<file path="config.mk">
export PLATFORM = sky130hd
export DESIGN_NAME = mem_arbiter
export DESIGN_NICKNAME = d
export VERILOG_FILES = /design/src/rtl/mem_arbiter_pkg.sv /design/src/rtl/arb_txn_counter.sv /design/src/rtl/mem_arbiter.sv
export SDC_FILE = /design/constraint.sdc
export NUM_CORES = 1
export LEC_CHECK = 0
export ABC_CLOCK_PERIOD_IN_PS = 2400
export CORE_AREA = 5 5 108 110
export DETAILED_ROUTE_END_ITERATION = 7
export DIE_AREA = 0 0 113 115
export HOLD_SLACK_MARGIN = 0.02
export PLACE_DENSITY_LB_ADDON = 0.2
export SYNTH_ARGS = -nofsm -noshare
export SYNTH_HDL_FRONTEND = slang
export SYNTH_HIERARCHICAL = 1
export SYNTH_SLANG_ARGS = --single-unit
</file>
<file path="constraint.sdc">
create_clock -name clk_i -period 2.4 [get_ports clk_i]
set_input_delay 0.72 -clock clk_i [delete_from_list [all_inputs] [get_ports clk_i]]
set_output_delay 0.72 -clock clk_i [all_outputs]
set_load 0.02 [all_outputs]
</file>
<file path="src/rtl/mem_arbiter_pkg.sv">
// mem_arbiter_pkg: shared types and helpers for the two-port Wishbone bus arbiter.
// Optional feature macro used by the arbiter: MEM_ARBITER_ROUND_ROBIN_EN.
package mem_arbiter_pkg;

  // Arbiter FSM states
  typedef enum logic [1:0] {
    IDLE     = 2'd0,
    GRANT_S1 = 2'd1,
    GRANT_S2 = 2'd2,
    DRAIN    = 2'd3
  } arb_state_t;

  // Port identifiers (also the encoding of the last-grant bit)
  localparam logic PORT_S1 = 1'b0;
  localparam logic PORT_S2 = 1'b1;

  // Choose the port to grant from IDLE. On a tie, prefer_s1 selects s1,
  // otherwise s2 wins. With a single requester that requester wins.
  function automatic logic arb_pick(input logic s1_req, input logic s2_req,
                                    input logic prefer_s1);
    logic port;
    if (s1_req && s2_req) begin
      port = prefer_s1 ? PORT_S1 : PORT_S2;
    end else if (s2_req) begin
      port = PORT_S2;
    end else begin
      port = PORT_S1;
    end
    return port;
  endfunction

endpackage

</file>
<file path="src/rtl/arb_txn_counter.sv">
// arb_txn_counter: saturating up/down count of bus requests that were accepted
// by the slave but not yet acknowledged. A decrement at zero is ignored and an
// increment at the ceiling is ignored; a simultaneous increment and decrement
// leaves the count unchanged.
module arb_txn_counter #(
  parameter  int MAX_OUTSTANDING = 2,
  localparam int CW              = $clog2(MAX_OUTSTANDING + 1)
) (
  input  logic i_clk,
  input  logic i_rst,
  input  logic i_inc,
  input  logic i_dec,
  output logic o_full,
  output logic o_empty,
  output logic o_zero_next
);

  localparam logic [CW-1:0] C_MAX  = CW'(MAX_OUTSTANDING);
  localparam logic [CW-1:0] C_ZERO = {CW{1'b0}};
  localparam logic [CW-1:0] C_ONE  = CW'(32'd1);

  logic [CW-1:0] r_count;
  logic [CW-1:0] w_count_next;
  logic          w_inc_eff;
  logic          w_dec_eff;

  // Ignore a decrement with nothing outstanding and an increment when full
  assign w_dec_eff = i_dec & (r_count != C_ZERO);
  assign w_inc_eff = i_inc & (r_count != C_MAX);

  // Next count from the effective increment/decrement pair
  always_comb begin
    w_count_next = r_count;
    if (w_inc_eff && !w_dec_eff) begin
      w_count_next = r_count + C_ONE;
    end else if (!w_inc_eff && w_dec_eff) begin
      w_count_next = r_count - C_ONE;
    end else begin
      w_count_next = r_count;
    end
  end

  // Count register with synchronous reset
  always_ff @(posedge i_clk) begin
    if (i_rst) begin
      r_count <= C_ZERO;
    end else begin
      r_count <= w_count_next;
    end
  end

  assign o_full      = (r_count == C_MAX);
  assign o_empty     = (r_count == C_ZERO);
  assign o_zero_next = (w_count_next == C_ZERO);

endmodule

</file>
<file path="src/rtl/mem_arbiter.sv">
// mem_arbiter: pipelined Wishbone B4 arbiter sharing one master bus between the
// instruction-fetch port (s1, read-only) and the load/store port (s2).
// One port owns the bus per bus cycle; outstanding requests are counted so that
// acknowledges left over from an abandoned cycle are drained, not forwarded.
// Optional feature: define MEM_ARBITER_ROUND_ROBIN_EN to alternate the winner
// of simultaneous requests; by default s2 always wins a tie.
module mem_arbiter
  import mem_arbiter_pkg::*;
#(
  parameter int MAX_OUTSTANDING = 2
) (
  input  logic        clk_i,
  input  logic        rst_i,
  // fetch port (read-only)
  input  logic [31:0] s1_wb_adr_i,
  output logic [31:0] s1_wb_dat_o,
  input  logic [3:0]  s1_wb_sel_i,
  input  logic        s1_wb_stb_i,
  output logic        s1_wb_ack_o,
  input  logic        s1_wb_cyc_i,
  output logic        s1_wb_stall_o,
  // load/store port
  input  logic [31:0] s2_wb_adr_i,
  output logic [31:0] s2_wb_dat_o,
  input  logic [31:0] s2_wb_dat_i,
  input  logic        s2_wb_we_i,
  input  logic [3:0]  s2_wb_sel_i,
  input  logic        s2_wb_stb_i,
  output logic        s2_wb_ack_o,
  input  logic        s2_wb_cyc_i,
  output logic        s2_wb_stall_o,
  // shared master bus
  output logic [31:0] m_wb_adr_o,
  input  logic [31:0] m_wb_dat_i,
  output logic [31:0] m_wb_dat_o,
  output logic        m_wb_we_o,
  output logic [3:0]  m_wb_sel_o,
  output logic        m_wb_stb_o,
  input  logic        m_wb_ack_i,
  output logic        m_wb_cyc_o,
  input  logic        m_wb_stall_i
);

  arb_state_t r_state;

  logic w_accept;
  logic w_full;
  logic w_empty;
  logic w_zero_next;
  logic w_prefer_s1;
  logic w_pick;

`ifdef MEM_ARBITER_ROUND_ROBIN_EN
  // Port granted on the most recent IDLE->GRANT transition
  logic r_last_grant;
  assign w_prefer_s1 = (r_last_grant == PORT_S2);
`else
  assign w_prefer_s1 = 1'b0;
`endif

  assign w_pick = arb_pick(s1_wb_cyc_i, s2_wb_cyc_i, w_prefer_s1);

  // A request is accepted when it is presented and the slave does not stall
  assign w_accept = m_wb_stb_o & ~m_wb_stall_i;

  // Read data goes to both ports; only the owner sees an ack
  assign s1_wb_dat_o = m_wb_dat_i;
  assign s2_wb_dat_o = m_wb_dat_i;

  arb_txn_counter #(
    .MAX_OUTSTANDING(MAX_OUTSTANDING)
  ) u_txn_counter (
    .i_clk      (clk_i),
    .i_rst      (rst_i),
    .i_inc      (w_accept),
    .i_dec      (m_wb_ack_i),
    .o_full     (w_full),
    .o_empty    (w_empty),
    .o_zero_next(w_zero_next)
  );

  // Arbitration FSM: grant from IDLE, release on cyc drop, drain orphaned acks
  always_ff @(posedge clk_i) begin
    if (rst_i) begin
      r_state <= IDLE;
`ifdef MEM_ARBITER_ROUND_ROBIN_EN
      r_last_grant <= PORT_S2;
`endif
    end else begin
      case (r_state)
        IDLE: begin
          if (s1_wb_cyc_i || s2_wb_cyc_i) begin
            r_state <= (w_pick == PORT_S2) ? GRANT_S2 : GRANT_S1;
`ifdef MEM_ARBITER_ROUND_ROBIN_EN
            r_last_grant <= w_pick;
`endif
          end else begin
            r_state <= IDLE;
          end
        end
        GRANT_S1: begin
          if (!s1_wb_cyc_i) begin
            r_state <= w_zero_next ? IDLE : DRAIN;
          end else begin
            r_state <= GRANT_S1;
          end
        end
        GRANT_S2: begin
          if (!s2_wb_cyc_i) begin
            r_state <= w_zero_next ? IDLE : DRAIN;
          end else begin
            r_state <= GRANT_S2;
          end
        end
        DRAIN: begin
          // No new requests are issued here, so empty implies zero next
          if (w_zero_next || w_empty) begin
            r_state <= IDLE;
          end else begin
            r_state <= DRAIN;
          end
        end
        default: begin
          r_state <= IDLE;
        end
      endcase
    end
  end

  // Steer the owning port onto the master bus and route stall/ack back to it
  always_comb begin
    m_wb_adr_o    = 32'd0;
    m_wb_dat_o    = 32'd0;
    m_wb_we_o     = 1'b0;
    m_wb_sel_o    = 4'd0;
    m_wb_stb_o    = 1'b0;
    m_wb_cyc_o    = 1'b0;
    s1_wb_ack_o   = 1'b0;
    s1_wb_stall_o = 1'b1;
    s2_wb_ack_o   = 1'b0;
    s2_wb_stall_o = 1'b1;
    case (r_state)
      IDLE: begin
        m_wb_cyc_o = 1'b0;
      end
      GRANT_S1: begin
        // fetch port never writes
        m_wb_adr_o    = s1_wb_adr_i;
        m_wb_sel_o    = s1_wb_sel_i;
        m_wb_cyc_o    = s1_wb_cyc_i;
        m_wb_stb_o    = s1_wb_stb_i & ~w_full;
        s1_wb_stall_o = m_wb_stall_i | w_full;
        s1_wb_ack_o   = m_wb_ack_i;
      end
      GRANT_S2: begin
        m_wb_adr_o    = s2_wb_adr_i;
        m_wb_dat_o    = s2_wb_dat_i;
        m_wb_we_o     = s2_wb_we_i;
        m_wb_sel_o    = s2_wb_sel_i;
        m_wb_cyc_o    = s2_wb_cyc_i;
        m_wb_stb_o    = s2_wb_stb_i & ~w_full;
        s2_wb_stall_o = m_wb_stall_i | w_full;
        s2_wb_ack_o   = m_wb_ack_i;
      end
      DRAIN: begin
        // keep the cycle open so the slave can finish; swallow its acks
        m_wb_cyc_o = 1'b1;
      end
      default: begin
        m_wb_cyc_o = 1'b0;
      end
    endcase
  end

endmodule

</file>
==> flow_summary_export.csv, run 1 <==
group,metric,value,unit
synth,synth_area_leaders,"buf_4 29%, a22oi_1 16%, nor2b_1 14%",
sta,final_max_slew_viol_count,0,
grt,antenna_found_initial,0,
floorplan,core,10600,um^2
placed_design,dp_cells,509,
clock_tree,path_clk_slew,0.03,ns
grt,use_met3,0.0405,
floorplan,io_pins,284,
synth,yosysTopAreaCell,"buf_4",
clock_tree,clock_sinks,4,
sta,slew_headroom,0.790,
drt,drtIter0Drc,65,
hold_path,hp-class,"reg -> reg",
critical_path,r2r_start,"r_state[0]$_SDFF_PP0_",
sta,grt_setup_unrepaired,"true",
clock_tree,root_buffer,"clkbuf_8",
drt,first_pass_iters,4,
synth,netlist_area,1690,um^2
critical_path,worstPathCellList,"clkdlybuf4s50_1, a22oi_1, nor2b_1, clkdlybuf4s15_2",
drt,wirelength,8420,um
critical_path,path_class,"in -> out",
critical_path,start_kind,"input port",
grt,grt_busiest_layer,"met2",
critical_path,cpPeakStageDelay,0.40,ns
sta,final.setup.worst_slack,0.0150,ns
synth,ys.flop_type,"dfxtp_1",
clock_tree,numCtsBuffers,3,
floorplan,die_h,115,um
clock_tree,clock_latency,0.21,ns
synth,syn_avg_cell_area,7.16,um^2
synth,synth_top_family_by_area,"buffers and inverters",
grt,grt_max_degree,37,
grt,grt_pass1_wl,12100,um
status,status,"finished clean",
hold_path,hold_depth,3,
critical_path,cp_slowest_cell,"clkdlybuf4s50_1",
drt,vias,2040,
critical_path,r2r_slack,0.09,ns
floorplan,initial_core_util,0.159,
sta,setup_violations,0,
synth,ys.warnings.count,6,
critical_path,worstPathMaxFanout,1,
floorplan,die_area,13000,um^2
finish,drive_gt1_frac,0.258,
placed_design,port_buffers,187,
synth,ys_ff_latch,4,
synth,synth-compound-area-share,0.207,
finish,final_cell_area,3450,um^2
pwr,pwr-share-comb,0.799,
placed_design,place_area,3450,um^2
placed_design,hpwl,6770,um
grt,grtUsageMet2,0.203,
critical_path,cp.arrival,1.67,ns
sta,tightest_slew,0.315,ns
hold_path,min_to,"u_txn_counter/r_count[0]$_SDFF_PP0_",
clock_tree,cts_tree,"done",
grt,met1_usage,0.133,
grt,grt_usage,0.114,
sta,fin_skew,0.00323,ns
hold_path,min_from,"u_txn_counter/r_count[0]$_SDFF_PP0_",
sta,finalCritPeriodShare,0.994,
synth,synthArstFlopShare,0,
drt,avgRoutedWirePerCell,16.3,um
placed_design,gp_congestion,0.823,
synth,synth.most_common_cell,"buf_4",
sta,period_needed,2.39,ns
synth,synth_edf_count,0,
synth,synthMuxAreaShare,0.00592,
sta,tns,0,ns
pwr,power_frac_clock,0.117,
synth,synth_top_area_frac,0.289,
drt,post-route-drc-count,0,
finish,antennaDiodeCount,0,
synth,yosysSeqAreaShare,0.0474,
sta,clock.fmax,419,MHz
critical_path,timing.rr.end,"r_state[0]$_SDFF_PP0_",
clock_tree,cts_buffer_depth,2,
synth,synthesis.nets,389,
critical_path,required,1.68,ns
grt,grt_pass1_vias,2165,
pwr,p_int,0.722,mW
synth,yosys.area_share.adder,0.0592,
synth,yosys.area_share.simple,0.329,
synth,synth_commonest_cells,"65 x buf_4, 39 x nor2b_1, 36 x a22oi_1",
floorplan,rows,38,
finish,nNetsFinal,531,
clock_tree,cts_hold_buf,0,
critical_path,crit_path_end_kind,"output port",
pwr,irDropWorstVdd,0.266,mV
placed_design,pre_cts_ws,-0.456,ns
synth,syn_inst,236,
synth,synthXorXnorAreaFrac,0.0148,
critical_path,worst-path-buf-inv,2,
pwr,power_leakage,1.46,nW
grt,overflow,0,
floorplan,die_w,113,um
synth,synth_cell_type_count,31,
pwr,swShare,0.398,
drt,ant_nets,0,
pwr,power_frac_seq,0.084,
pwr,switching_power,0.477,mW
finish,fin_cells,516,
drt,vias_per_cell,3.95,
finish,area_delta_synth_final,104,%
critical_path,critPathTopFamily,"buffers and inverters",
clock_tree,h-tree-depth,1,
sta,hold_violations,0,
critical_path,ff2ff_path_depth,13,
run,max_cap_viol_count,0,
pwr,power_density,347,nW/um^2
[power groups by stage]
stage / Combinational, mW / Clock, mW / Sequential [mW]
finish: 0.958 / 0.140 / 0.101
CTS: 0.936 / 0.144 / 0.0993
detailed placement: 0.935 / 0 / 0.100
floorplan: 0.597 / 0 / 0.0966
global placement: 0.929 / 0 / 0.0995
global route: 1.05 / 0.151 / 0.103
[flip-flops by register name (all words and copies together), names as in the netlist]
name and flops:
r_state 2, u_txn_counter/r_count 2
[worst max path at each step]
stage / startpoint / to / slack [ns] / cells after the start
final: s2_wb_adr_i[2] / m_wb_adr_o[2] / 0.01 / 4
after global routing: r_state[0]$_SDFF_PP0_ / r_state[0]$_SDFF_PP0_ / -0.04 / 13
after CTS: r_state[1]$_SDFF_PP0_ / m_wb_adr_o[27] / -0.03 / 5
after detailed placement: s2_wb_sel_i[3] / m_wb_sel_o[3] / -0.46 / 4
after global placement: s2_wb_sel_i[3] / m_wb_sel_o[3] / -0.46 / 4
after floorplan: r_state[0]$_SDFF_PP0_ / r_state[0]$_SDFF_PP0_ / 0.04 / 11
[worst reg2reg max path, delay by kind of cell, from the launching register on]
| family | cells | cell delay, ns |
|---|---|---|
| AOI/OAI and AO/OA | 3 | 0.51 |
| adders and majority gates | 1 | 0.21 |
| buffers and inverters | 3 | 0.34 |
| DFF | 1 | 0.34 |
| muxes | 1 | 0.16 |
| and+or+nand+nor | 5 | 0.66 |
[kinds of logic after synthesis]
group                    Yosys count
flip-flops                         4
multiplexers                       1
AND/OR/NAND/NOR                   92
XOR/XNOR                           2
adder cells (fa/ha/maj)            8
AO/OA/AOI/OAI                     46
buffers and inverters             83
[layout by cell type (no fill, tap or decap), types with 2 or more instances in the layout]
cell type and instances:
a211oi_1 2, a21oi_1 2, a22oi_1 34, a22oi_2 2, and2_1 35, buf_12 6, buf_2 26, buf_4 22
clkbuf_2 5, clkbuf_8 3, clkdlybuf4s15_1 6, clkdlybuf4s15_2 11, clkdlybuf4s50_1 109, dfxtp_1 3, dlygate4sd2_1 28, ha_1 4
ha_4 3, inv_2 3, nand2_1 3, nand3_1 2, nor2_1 6, nor2b_1 36, nor2b_2 3
[metal layers]
layer | up-vias | wire [um]
met5 | - | 0
met4 | 0 | 57
met3 | 10 | 756
met2 | 129 | 4250
met1 | 894 | 3360
li1 | 1007 | -
[stage by stage]
step | utilization | hold slack, ns | power (mW)
after floorplan | - | 0.544 | 0.693
after global placement | 0.325 | 0.585 | 1.03
after detailed placement | 0.325 | 0.589 | 1.03
after CTS | 0.331 | 0.605 | 1.18
after global routing | 0.326 | 0.673 | 1.30
final | 0.326 | 0.602 | 1.20
[what timing repair did]
| item | CTS | global route |
|---|---|---|
| gates cloned | 0 | 1 |
| endpoints found under the setup margin | 77 | 74 |
| setup buffers | 1 | 2 |
| pin swaps | 3 | 3 |
| resized for setup | 168 | 53 |
[final cells by class]
cell class                 instances  area, um^2
clock buffer                       3        41.3
tap                              140         175
fill                            1148        7150
sequential                         4        81.3
timing repair buffer             216        2010
multi-input combinational        149        1130
inverter                           4        15.0
Note: power is estimated with default switching activity, not from simulation.
==> inputs of run 2 (changes only) <==
--- a/config.mk
+++ b/config.mk
@@ -5,7 +5,6 @@
 export SDC_FILE = /design/constraint.sdc
 export NUM_CORES = 1
 export LEC_CHECK = 0
-export ABC_CLOCK_PERIOD_IN_PS = 2400
 export CORE_AREA = 5 5 108 110
 export DETAILED_ROUTE_END_ITERATION = 7
 export DIE_AREA = 0 0 113 115
==> results of run 2 <==
Final layout, timing and power as in run 1 (identical DEF).
